### config.mk
export PLATFORM = sky130hd
export DESIGN_NAME = julia_pixel_scan
export DESIGN_NICKNAME = d
export VERILOG_FILES = /design/src/rtl/julia_scan_pkg.sv /design/src/rtl/julia_coord_gen.sv /design/src/rtl/julia_pixel_scan.sv
export SDC_FILE = /design/constraint.sdc
export NUM_CORES = 1
export LEC_CHECK = 0
export CORE_UTILIZATION = 40
export DETAILED_ROUTE_END_ITERATION = 16
export PLACE_DENSITY_LB_ADDON = 0.15
export SLEW_MARGIN = 20
export SYNTH_ARGS = -nofsm -noshare
export SYNTH_HDL_FRONTEND = slang
export SYNTH_SLANG_ARGS = --single-unit
### constraint.sdc
create_clock -name clk -period 3.9 [get_ports clk]
set_clock_uncertainty 0.15 [all_clocks]
set_input_delay 0.975 -clock clk [delete_from_list [all_inputs] [get_ports clk]]
set_output_delay 0.975 -clock clk [all_outputs]
set_load 0.005 [all_outputs]
### src/rtl/julia_scan_pkg.sv
// Shared types and constants for the Julia-set pixel scanner.
package julia_scan_pkg;

  localparam int unsigned COORD_W = 32;
  localparam int unsigned RGB_W   = 16;
  localparam int unsigned ADDR_W  = 17;

  localparam logic [RGB_W-1:0] TIMEOUT_COLOR = 16'h0000;

  typedef enum logic [2:0] {
    ST_IDLE  = 3'd0,
    ST_LOAD  = 3'd1,
    ST_RUN   = 3'd2,
    ST_WRITE = 3'd3,
    ST_NEXT  = 3'd4,
    ST_DONE  = 3'd5
  } scan_state_t;

endpackage

### src/rtl/julia_coord_gen.sv
// Raster position tracker: col/row counters, coordinate accumulators and
// linear frame-buffer address, all stepped by one advance strobe.
module julia_coord_gen
  import julia_scan_pkg::*;
#(
  parameter int unsigned H_RES = 320,
  parameter int unsigned V_RES = 240
) (
  input  logic                      clk,
  input  logic                      rst_n,
  input  logic                      i_init,
  input  logic                      i_advance,
  input  logic signed [COORD_W-1:0] i_x_min,
  input  logic signed [COORD_W-1:0] i_y_max,
  input  logic signed [COORD_W-1:0] i_step,
  output logic                      o_last_col_c,
  output logic                      o_last_row_c,
  output logic signed [COORD_W-1:0] o_calc_x,
  output logic signed [COORD_W-1:0] o_calc_y,
  output logic [ADDR_W-1:0]         o_wr_addr
);

  localparam int unsigned COL_W = (H_RES > 1) ? $clog2(H_RES) : 1;
  localparam int unsigned ROW_W = (V_RES > 1) ? $clog2(V_RES) : 1;

  logic [COL_W-1:0]          r_col;
  logic [ROW_W-1:0]          r_row;
  logic signed [COORD_W-1:0] r_x_min;
  logic signed [COORD_W-1:0] r_step;
  logic signed [COORD_W-1:0] r_x;
  logic signed [COORD_W-1:0] r_y;
  logic [ADDR_W-1:0]         r_addr;

  assign o_last_col_c = (r_col == COL_W'(H_RES - 1));
  assign o_last_row_c = (r_row == ROW_W'(V_RES - 1));
  assign o_calc_x     = r_x;
  assign o_calc_y     = r_y;
  assign o_wr_addr    = r_addr;

  // Pure accumulation; the last pixel of the frame holds position.
  always_ff @(posedge clk or negedge rst_n) begin
    if (!rst_n) begin
      r_col   <= '0;
      r_row   <= '0;
      r_x_min <= '0;
      r_step  <= '0;
      r_x     <= '0;
      r_y     <= '0;
      r_addr  <= '0;
    end else if (i_init) begin
      r_col   <= '0;
      r_row   <= '0;
      r_x_min <= i_x_min;
      r_step  <= i_step;
      r_x     <= i_x_min;
      r_y     <= i_y_max;
      r_addr  <= '0;
    end else if (i_advance) begin
      if (!o_last_col_c) begin
        r_col  <= r_col + COL_W'(1);
        r_x    <= r_x + r_step;
        r_addr <= r_addr + ADDR_W'(1);
      end else if (!o_last_row_c) begin
        r_col  <= '0;
        r_row  <= r_row + ROW_W'(1);
        r_x    <= r_x_min;
        r_y    <= r_y - r_step;
        r_addr <= r_addr + ADDR_W'(1);
      end
    end
  end

endmodule

### src/rtl/julia_pixel_scan.sv
// Frame scan sequencer: walks every pixel, runs the engine, writes the colour.
// Optional per-pixel watchdog enabled by defining JULIA_SCAN_TIMEOUT_EN.
module julia_pixel_scan
  import julia_scan_pkg::*;
#(
  parameter int unsigned H_RES   = 320,
  parameter int unsigned V_RES   = 240,
  parameter int unsigned TIMEOUT = 65535
) (
  input  logic                      clk,
  input  logic                      rst_n,
  input  logic                      start,
  input  logic signed [COORD_W-1:0] x_min,
  input  logic signed [COORD_W-1:0] y_max,
  input  logic signed [COORD_W-1:0] step,
  output logic                      calc_enable,
  output logic signed [COORD_W-1:0] calc_x,
  output logic signed [COORD_W-1:0] calc_y,
  input  logic                      calc_end,
  input  logic [RGB_W-1:0]          calc_color,
  output logic                      wr_en,
  output logic [ADDR_W-1:0]         wr_addr,
  output logic [RGB_W-1:0]          wr_data,
  input  logic                      wr_ready,
  output logic                      busy,
  output logic                      frame_done
`ifdef JULIA_SCAN_TIMEOUT_EN
  ,
  output logic                      timeout_seen
`endif
);

  scan_state_t      r_state;
  scan_state_t      w_next;
  logic             r_load_cnt;
  logic             r_calc_enable;
  logic             r_wr_en;
  logic             r_busy;
  logic             r_frame_done;
  logic [RGB_W-1:0] r_wr_data;
  logic             w_init;
  logic             w_advance;
  logic             w_timeout;
  logic             w_last_col_c;
  logic             w_last_row_c;

  assign w_init    = (r_state == ST_IDLE) && start;
  assign w_advance = (r_state == ST_NEXT);

  julia_coord_gen #(
    .H_RES (H_RES),
    .V_RES (V_RES)
  ) u_coord (
    .clk          (clk),
    .rst_n        (rst_n),
    .i_init       (w_init),
    .i_advance    (w_advance),
    .i_x_min      (x_min),
    .i_y_max      (y_max),
    .i_step       (step),
    .o_last_col_c (w_last_col_c),
    .o_last_row_c (w_last_row_c),
    .o_calc_x     (calc_x),
    .o_calc_y     (calc_y),
    .o_wr_addr    (wr_addr)
  );

`ifdef JULIA_SCAN_TIMEOUT_EN
  localparam int unsigned TO_W = $clog2(TIMEOUT + 1);

  logic [TO_W-1:0] r_to_cnt;
  logic            r_timeout_seen;

  assign w_timeout    = (r_state == ST_RUN) && !calc_end && (r_to_cnt == TO_W'(TIMEOUT - 1));
  assign timeout_seen = r_timeout_seen;

  // RUN-cycle watchdog; sticky flag cleared only by reset or an accepted start.
  always_ff @(posedge clk or negedge rst_n) begin
    if (!rst_n) begin
      r_to_cnt       <= '0;
      r_timeout_seen <= 1'b0;
    end else begin
      r_to_cnt <= (r_state == ST_RUN) ? r_to_cnt + TO_W'(1) : '0;
      if (w_init)
        r_timeout_seen <= 1'b0;
      else if (w_timeout)
        r_timeout_seen <= 1'b1;
    end
  end
`else
  assign w_timeout = 1'b0;
`endif

  always_ff @(posedge clk or negedge rst_n) begin
    if (!rst_n) r_state <= ST_IDLE;
    else        r_state <= w_next;
  end

  always_comb begin
    w_next = r_state;
    case (r_state)
      ST_IDLE:  if (start) w_next = ST_LOAD;
      ST_LOAD:  if (r_load_cnt) w_next = ST_RUN;
      ST_RUN:   if (calc_end || w_timeout) w_next = ST_WRITE;
      ST_WRITE: if (wr_ready) w_next = ST_NEXT;
      ST_NEXT:  w_next = (w_last_col_c && w_last_row_c) ? ST_DONE : ST_LOAD;
      ST_DONE:  w_next = ST_IDLE;
      default:  w_next = ST_IDLE;
    endcase
  end

  // Outputs registered from the next state so they align with the state they describe.
  always_ff @(posedge clk or negedge rst_n) begin
    if (!rst_n) begin
      r_load_cnt    <= 1'b0;
      r_calc_enable <= 1'b0;
      r_wr_en       <= 1'b0;
      r_busy        <= 1'b0;
      r_frame_done  <= 1'b0;
      r_wr_data     <= '0;
    end else begin
      r_load_cnt    <= (r_state == ST_LOAD) ? ~r_load_cnt : 1'b0;
      r_calc_enable <= (w_next == ST_RUN);
      r_wr_en       <= (w_next == ST_WRITE);
      r_busy        <= (w_next == ST_LOAD) || (w_next == ST_RUN) ||
                       (w_next == ST_WRITE) || (w_next == ST_NEXT);
      r_frame_done  <= (w_next == ST_DONE);
      if (r_state == ST_RUN) begin
        if (calc_end)       r_wr_data <= calc_color;
        else if (w_timeout) r_wr_data <= TIMEOUT_COLOR;
      end
    end
  end

  assign calc_enable = r_calc_enable;
  assign wr_en       = r_wr_en;
  assign wr_data     = r_wr_data;
  assign busy        = r_busy;
  assign frame_done  = r_frame_done;

endmodule

==> results of run 1 <==
==> through the flow <==
stage                     instance area, sq um  util (%)
after floorplan                          11100         -
after global placement                   13700      50.5
after detailed placement                 13700      50.5
after CTS                                14300      52.7
after global routing                     14300      52.7
final                                    14300      52.7
==> power groups by stage <==
stage | sequential [mW] | combinational [mW] | clock [mW]
3_3_place_gp | 3.50 | 8.12 | 0
4_1_cts | 3.48 | 8.26 | 1.78
3_5_place_dp | 3.51 | 8.20 | 0
6_report | 3.49 | 8.26 | 1.73
2_1_floorplan | 3.28 | 5.82 | 0
5_1_grt | 3.60 | 9.24 | 1.86
==> registers in the layout, indices dropped and copies added (netlist names), 3 cells and up <==
signal / cells
u_coord.o_calc_y: 32
wr_data: 16
u_coord.r_col: 9
u_coord.o_wr_addr: 17
u_coord.o_calc_x: 32
r_state: 3
u_coord.r_row: 8
u_coord.r_step: 32
u_coord.r_x_min: 32
==> area by class of cell <==
class	count	area [sq um]
clock buffers	17	425
clock inverters	15	153
fillers	2525	12800
inverters	49	184
multi-input cells	962	6010
flip-flops and latches	186	4650
well taps	372	465
repair buffers	235	2370
==> kinds of logic (layout without fill, tap and decap cells) <==
| group | Yosys count | in the layout | share of synthesized area [%] |
|---|---|---|---|
| adders and majority gates | 67 | 67 | 7.70 |
| muxes | 18 | 18 | 1.82 |
| buffers and inverters | 109 | 316 | 3.79 |
| DFF | 186 | 186 | 42.0 |
| and+or+nand+nor | 424 | 424 | 17.0 |
| AOI/OAI and AO/OA | 378 | 378 | 21.8 |
| xor gates and xnor gates | 75 | 75 | 5.92 |
==> cells in the final DEF (no fill, tap or decap), drive strengths merged, types with 9 or more instances in the layout <==
| cell type | instances |
|---|---|
| nand2b | 9 |
| nand4 | 14 |
| clkdlybuf4s50 | 216 |
| nor2 | 83 |
| dfrtp | 186 |
| nand2 | 228 |
| clkbuf | 18 |
| o211ai | 14 |
| o21ai | 111 |
| a211oi | 9 |
| nand3 | 32 |
| a21o | 28 |
| a31oi | 12 |
| inv | 57 |
| mux2 | 17 |
| nor3 | 16 |
| o21a | 11 |
| o22ai | 32 |
| xor2 | 43 |
| a21oi | 102 |
| xnor2 | 32 |
| ha | 65 |
| buf | 18 |
| or3 | 11 |
==> routing by layer <==
| metal | share of wire, % | global-route usage (%) | wire (um) |
|---|---|---|---|
| met1 | 49 | 32.1 | 15100 |
| met2 | 44 | 33.8 | 13600 |
| met3 | 5.3 | 3.48 | 1640 |
| met4 | 1.4 | 6.13 | 434 |
| met5 | 0 | 0 | 0 |
==> worst paths after layout <==
path	startpoint	to	slack, ns
max reg2reg	u_coord.r_step[0]	u_coord.o_calc_x[30]	0.52
min in group asynchronous	rst_n	wr_data[11]	0.42
min reg2reg	r_load_cnt	r_load_cnt	0.29
max	u_coord.r_step[0]	u_coord.o_calc_x[30]	0.52
min	r_load_cnt	r_load_cnt	0.29
max in group asynchronous	rst_n	u_coord.r_row[7]	2.43
==> reports/qor.yml, run 1 <==
status: "finished, final reports clean"
syn_inst: 1257
drive_above_1_share_pct: 5.74
initial_antenna_violation_count: 0
detailedPlacementHpwl_um: 22700
worst-slew-pin-transition_ns: 0.773
avgRoutedWirePerCell_um: 16.8
n_antenna_cell: 0
grt_util_all_layers_pct: 22.0
first_pass_iters: 7
synth-seq-cells: 186
clockPowerShare_pct: 12.9
nets: 1635
floorplan.die_area_sq_um: 28400
drt_drc_violations_left: 0
critPathMaxFanout: 4
irDropWorstVdd_mv: 0.379
worst-path-buf-inv: 0
layout_setup_ws_ns: 0.522
synth.yosys.seq_area_share_pct: 42.0
cts_tree: "done"
ctsResizeCount: 0
max_freq_ghz: 0.296
min_period_ns: 3.38
timing.reg2reg.worst_path_depth: 11
final.hold.worst_slack_ns: 0.294
cts_num_sinks: 186
ys_top_cells_by_area: "sky130_fd_sc_hd__dfrtp_1 (42%), sky130_fd_sc_hd__nand2_1 (7.7%), sky130_fd_sc_hd__ha_1 (7.3%), sky130_fd_sc_hd__a21oi_1 (4.5%), sky130_fd_sc_hd__o21ai_0 (4.5%)"
stdcell_count: 1836
synthesis.yosys.warnings: 0
cts-root-buf: "sky130_fd_sc_hd__clkbuf_16"
final-max-slew-violation-count: 0
power_switching_share_pct: 44.5
rsz0062_at_grt: "no"
wirelength_um: 30800
ys_top_cells_by_count: "sky130_fd_sc_hd__nand2_1 (228), sky130_fd_sc_hd__dfrtp_1 (186), sky130_fd_sc_hd__a21oi_1 (100), sky130_fd_sc_hd__o21ai_0 (100), sky130_fd_sc_hd__nor2_1 (82)"
power_frac_seq_pct: 25.9
netlist_area_sq_um: 11100
setup_tns_ns: 0
final_min_period_over_clock_period_pct: 86.6
areaGrowthSynthToFinish_pct: 28.7
critical_path.cell_chain: "ha_1 -> fa_1 -> a21oi_1 -> o22ai_1 -> a41oi_1 -> o21ai_2 -> a221oi_1 -> o31a_1 -> a31oi_1 -> xnor2_1 -> a31oi_1"
critPathLaunchType: "register"
power.switching_mw: 6.00
combinationalPowerShare_pct: 61.3
crit_path_top_delay_cell: "sky130_fd_sc_hd__dfrtp_1"
end_kind: "register"
most_used_cell_along_the_critical_path: "sky130_fd_sc_hd__a31oi_1"
max_slew_margin_pct: 48.5
io_buffer_count: 217
num_vias: 9824
cts_max_path_buffers: 2
post_synth_edffs: 0
place.detailed.instances: 1804
floorplan.core_area_sq_um: 27100
critical-path-max-stage-delay_ns: 0.44
grt_pass1_vias: 9312
async_flop_share_pct: 100
initial_utilization_pct: 40.9
grt_max_degree: 150
post_cts.repair.setup_buffers: 0
crit_required_ns: 4.10
grt_first_pass_wirelength_um: 49500
num_rows: 60
synth_largest_area_cell: "sky130_fd_sc_hd__dfrtp_1"
final_setup_violation_count: 0
cp.depth: 11
viasPerCell: 5.35
die_h_um: 168
leakage_nw: 6.26
detail-route-antenna-nets: 0
postCtsHoldBufs: 0
hold_viol_final: 0
fin_total_pwr_mw: 13.5
maxCapViolations: 0
grt_remaining_overflow: 0
post_placement_setup_slack_ns: 0.438
gp_routability_congestion: 0.919
clk_pin_slew_ns: 0.08
power-per-cell-area_nw_per_um2: 944
worst_path_dominant_cell_family: "compound AO/OA/AOI/OAI gates"
timing.critical_path.arrival_ns: 3.58
synth_ff_type: "sky130_fd_sc_hd__dfrtp_1"
floorplan.die.width_um: 168
numCtsBuffers: 17
h-tree-depth: 4
number_of_primary_i_o_pins: 218
holdPathStages: 1
worstSetupPathType: "register to register"
ys_types: 75
share_of_yosys_cell_area_claimed_by_the_top_area_cell_type_pct: 42.0
yosysMostFrequentCell: "sky130_fd_sc_hd__nand2_1"
synthesis.area_per_instance_sq_um: 8.82
hold_class: "register to register"
cell_internal_pwr_mw: 7.48
dr.first_iter.drc_count: 567
synth.net_count: 1441
clk-insertion-delay-late_ns: 0.43
Power figures use the tool's default switching activity.
==> run 2, diff against run 1 <==
--- a/config.mk
+++ b/config.mk
@@ -5,6 +5,7 @@
 export SDC_FILE = /design/constraint.sdc
 export NUM_CORES = 1
 export LEC_CHECK = 0
+export CORE_MARGIN = 4
 export CORE_UTILIZATION = 40
 export DETAILED_ROUTE_END_ITERATION = 16
 export PLACE_DENSITY_LB_ADDON = 0.15
==> constraint.sdc (replaced) <==
create_clock -name clk -period 4.2 [get_ports clk]
set_clock_uncertainty 0.15 [all_clocks]
set_input_delay 1.05 -clock clk [delete_from_list [all_inputs] [get_ports clk]]
set_output_delay 1.05 -clock clk [all_outputs]
set_load 0.005 [all_outputs]
==> reports/qor.yml, run 2 (same netlist as run 1, synthesis figures left out) <==
status: "finished, final reports clean"
critPathLaunchType: "register"
busiest_layer: "met2"
max_freq_ghz: 0.297
timing.reg2reg.worst_path_depth: 11
post_cts.repair.setup_buffers: 0
setup_tns_ns: 0
num_vias: 9815
critPathMaxFanout: 4
cts_num_sinks: 186
maxCapViolations: 0
holdPathStages: 1
crit_required_ns: 4.40
number_of_primary_i_o_pins: 218
post-route-util_pct: 52.7
layout.cells.most_common: "sky130_fd_sc_hd__nand2_1"
fin_total_pwr_mw: 12.6
detail-route-antenna-nets: 0
initial_utilization_pct: 40.9
clk_pin_slew_ns: 0.08
grt_pass1_vias: 9554
power-per-cell-area_nw_per_um2: 884
io_buffer_count: 217
dr.first_iter.drc_count: 558
hold_class: "register to register"
leakage_nw: 6.27
h-tree-depth: 4
cts-root-buf: "sky130_fd_sc_hd__clkbuf_16"
max_slew_margin_pct: 57.3
n_antenna_cell: 0
grt_first_pass_wirelength_um: 51100
nets: 1634
clk-insertion-delay-late_ns: 0.43
multiInputGateArea_sq_um: 6010
grt_use_met3_pct: 3.00
die_h_um: 174
num_rows: 60
grt_max_degree: 150
floorplan.die_area_sq_um: 30400
gp_routability_congestion: 0.908
drt_drc_violations_left: 0
grt_remaining_overflow: 0
layout.cells.most_common_list: "sky130_fd_sc_hd__nand2_1 (228), sky130_fd_sc_hd__clkdlybuf4s50_1 (216), sky130_fd_sc_hd__dfrtp_1 (186)"
met2_usage_pct: 32.1
cts_max_path_buffers: 2
viasPerCell: 5.35
postCtsHoldBufs: 0
gr-usage-met1_pct: 30.3
avgRoutedWirePerCell_um: 17.4
rsz0062_at_grt: "no"
end_kind: "register"
worst-slew-pin-transition_ns: 0.641
final_min_period_over_clock_period_pct: 80.2
worstSetupPathType: "register to register"
cts_tree: "done"
wirelength_um: 31900
areaGrowthSynthToFinish_pct: 28.8
floorplan.die.width_um: 174
hold_viol_final: 0
floorplan.core_area_sq_um: 27100
detailedPlacementHpwl_um: 23500
ctsResizeCount: 0
final-seq-area_sq_um: 4650
drive_above_1_share_pct: 5.67
final_setup_violation_count: 0
first_pass_iters: 5
dpl-instance-area_sq_um: 13700
timing.critical_path.arrival_ns: 3.57
layout.cell_area.non_filler_sq_um: 14300
nFillCells: 2490
irDropWorstVdd_mv: 0.330
min_period_ns: 3.37
numCtsBuffers: 17
final-max-slew-violation-count: 0
grt_util_all_layers_pct: 20.5
initial_antenna_violation_count: 0
-- run 2: power breakdown --
group	leakage, nW	switching [mW]	internal, mW
sequential	2.32	0.706	2.55
clock	0.288	0.779	0.903
combinational	3.66	4.13	3.55
-- run 2: path summary, 6_finish.rpt --
kind,from,to,slack (ns)
worst min-delay path,r_load_cnt,r_load_cnt,0.29
min in group asynchronous,rst_n,wr_data[10],0.49
max in group asynchronous,rst_n,u_coord.o_calc_x[23],2.63
worst max-delay path,u_coord.r_step[0],u_coord.o_calc_x[30],0.83
worst max register to register,u_coord.r_step[0],u_coord.o_calc_x[30],0.83
worst min register to register,r_load_cnt,r_load_cnt,0.29
-- run 2: through the flow --
step / setup WS [ns] / std cells / hold WS [ns]
3_5_place_dp: 0.577 / 1803 / 0.284
2_1_floorplan: 1.28 / 1257 / 0.267
5_1_grt: 0.573 / 1835 / 0.327
4_1_cts: 0.807 / 1835 / 0.295
3_3_place_gp: 0.643 / 1803 / 0.278
6_report: 0.831 / 1835 / 0.292
-- run 2: routing by layer --
| layer | wire, um | up-vias | share of wire [%] |
|---|---|---|---|
| li1 | - | 4864 | - |
| met1 | 15600 | 4651 | 49 |
| met2 | 14300 | 277 | 45 |
| met3 | 1610 | 23 | 5.0 |
| met4 | 376 | 0 | 1.2 |
| met5 | 0 | - | 0 |
-- run 2: worst max-delay path: stages (launching register included) --
cell and delay (ns):
sky130_fd_sc_hd__dfrtp_1 0.45, sky130_fd_sc_hd__ha_1 0.25, sky130_fd_sc_hd__fa_1 0.41, sky130_fd_sc_hd__a21oi_1 0.19, sky130_fd_sc_hd__o22ai_1 0.16, sky130_fd_sc_hd__a41oi_1 0.41
sky130_fd_sc_hd__o21ai_2 0.18, sky130_fd_sc_hd__a221oi_1 0.44, sky130_fd_sc_hd__o31a_1 0.25, sky130_fd_sc_hd__a31oi_1 0.12, sky130_fd_sc_hd__xnor2_1 0.14, sky130_fd_sc_hd__a31oi_1 0.15
-- run 2: cell type report --
type / instances / share of cell area [%]
inverter: 49 / 1.29
tap: 372 / 3.26
multi-input combinational: 962 / 42.1
timing repair buffer: 234 / 16.5
sequential: 186 / 32.6
clock buffer: 17 / 2.98
clock inverter: 15 / 1.26
==> run 3, diff against run 2 <==
==> constraint.sdc (replaced) <==
create_clock -name clk -period 3.1 [get_ports clk]
set_clock_uncertainty 0.15 [all_clocks]
set_input_delay 0.775 -clock clk [delete_from_list [all_inputs] [get_ports clk]]
set_output_delay 0.775 -clock clk [all_outputs]
set_load 0.005 [all_outputs]
==> reports/qor.yml, run 3 (same netlist as run 1, synthesis figures left out) <==
floorplan.core_area_sq_um: 27100
max_freq_ghz: 0.336
final_min_period_over_clock_period_pct: 95.9
grt_pass1_vias: 9705
num_rows: 60
grt_first_pass_wirelength_um: 52800
num_vias: 10030
layout.cells.most_common_list: "sky130_fd_sc_hd__nand2_1 (228), sky130_fd_sc_hd__clkdlybuf4s50_1 (216), sky130_fd_sc_hd__dfrtp_1 (184)"
fin_total_pwr_mw: 17.9
worstSetupPathType: "register to register"
power-per-cell-area_nw_per_um2: 1210
die_h_um: 174
floorplan.die_area_sq_um: 30400
first_pass_iters: 6
number_of_primary_i_o_pins: 218
dr.first_iter.drc_count: 476
clk-insertion-delay-late_ns: 0.44
irDropWorstVdd_mv: 0.523
hold_class: "input port to async pin"
min_period_ns: 2.97
maxCapViolations: 0
n_antenna_cell: 0
post-route-util_pct: 54.3
initial_antenna_violation_count: 0
numCtsBuffers: 17
initial_utilization_pct: 40.9
max_slew_margin_pct: 55.7
viasPerCell: 5.32
cts_num_sinks: 186
nets: 1685
layout.cell_area.non_filler_sq_um: 14700
detailedPlacementHpwl_um: 24600
gp_routability_congestion: 0.916
worst-slew-pin-transition_ns: 0.663
final_setup_violation_count: 0
end_kind: "register"
io_buffer_count: 217
drive_above_1_share_pct: 10.0
leakage_nw: 6.51
cts_max_path_buffers: 2
critPathLaunchType: "register"
final-seq-area_sq_um: 4660
wirelength_um: 32900
h-tree-depth: 4
floorplan.die.width_um: 174
multiInputGateArea_sq_um: 6090
timing.critical_path.arrival_ns: 3.13
rsz0062_at_grt: "yes"
status: "finished, final reports clean"
layout.cells.most_common: "sky130_fd_sc_hd__nand2_1"
drt_drc_violations_left: 0
hold_viol_final: 0
avgRoutedWirePerCell_um: 17.4
grt_remaining_overflow: 0
cts-root-buf: "sky130_fd_sc_hd__clkbuf_16"
crit_required_ns: 3.26
clk_pin_slew_ns: 0.08
dpl-instance-area_sq_um: 14000
critPathMaxFanout: 5
detail-route-antenna-nets: 0
final-max-slew-violation-count: 0
grt_util_all_layers_pct: 21.3
nFillCells: 2515
postCtsHoldBufs: 0
grt_max_degree: 60
cts_tree: "done"
areaGrowthSynthToFinish_pct: 32.7
run 3: routing by layer:
layer  wire [um]  vias up  track usage, %
met2       14700      278            33.2
met5           0        -               0
met4         297        0            3.90
met1       16200     4760            31.4
met3        1600       18            3.70
li1            -     4974               -
run 3: path summary, 6_finish.rpt:
| kind | startpoint | endpoint | slack, ns | cells after the start |
|---|---|---|---|---|
| setup reg to reg | u_coord.o_calc_x[5] | u_coord.o_calc_x[25] | 0.13 | 11 |
| hold reg to reg | r_load_cnt | r_load_cnt | 0.31 | 1 |
| hold / removal | rst_n | wr_data[10] | 0.13 | 1 |
| max in group asynchronous | rst_n | u_coord.r_step[3] | 1.94 | 2 |
| setup / recovery | u_coord.o_calc_x[5] | u_coord.o_calc_x[25] | 0.13 | 11 |
| min in group clk | r_load_cnt | r_load_cnt | 0.31 | 1 |
run 3: layout make-up:
cell class                 count  share of cell area, %
clock buffer                  18                   2.92
clock inverter                14                   1.03
inverter                      49                   1.25
multi-input combinational    962                   41.4
sequential                   186                   31.7
tap                          372                   3.16
timing repair buffer         285                   18.6
run 3: power breakdown:
| group | internal [mW] | leakage, nW | switching, mW |
|---|---|---|---|
| registers | 3.46 | 2.32 | 0.929 |
| clock network | 1.08 | 0.281 | 1.10 |
| logic | 5.41 | 3.91 | 5.87 |
| total | 9.95 | 6.51 | 7.90 |
run 3: worst max-delay path: stages, from the launching register on:
cell	delay, ns
sky130_fd_sc_hd__dfrtp_1	0.41
sky130_fd_sc_hd__ha_1	0.30
sky130_fd_sc_hd__a2111oi_4	0.40
sky130_fd_sc_hd__o21ai_2	0.14
sky130_fd_sc_hd__a41oi_4	0.27
sky130_fd_sc_hd__o31ai_4	0.12
sky130_fd_sc_hd__a311oi_4	0.28
sky130_fd_sc_hd__buf_4	0.19
sky130_fd_sc_hd__a21oi_1	0.07
sky130_fd_sc_hd__o311ai_1	0.26
sky130_fd_sc_hd__buf_4	0.16
sky130_fd_sc_hd__a311oi_1	0.09
run 3: repair_timing:
| item | in CTS | in global routing |
|---|---|---|
| endpoints found under the setup margin | 2 | 20 |
| pin swaps | 0 | 10 |
| buffers inserted | 0 | 1 |
| resized for setup | 3 | 16 |
run 3: metrics by stage:
| step | setup slack (ns) | TNS (ns) | hold WS (ns) | std cells |
|---|---|---|---|---|
| after floorplan | 0.182 | 0 | 0.267 | 1257 |
| after global placement | 0.00236 | 0 | 0.278 | 1853 |
| after detailed placement | -0.0543 | -0.720 | 0.294 | 1853 |
| after CTS | 0.0289 | 0 | 0.133 | 1885 |
| after global routing | -0.0254 | -0.0530 | 0.140 | 1886 |
| final | 0.126 | 0 | 0.131 | 1886 |
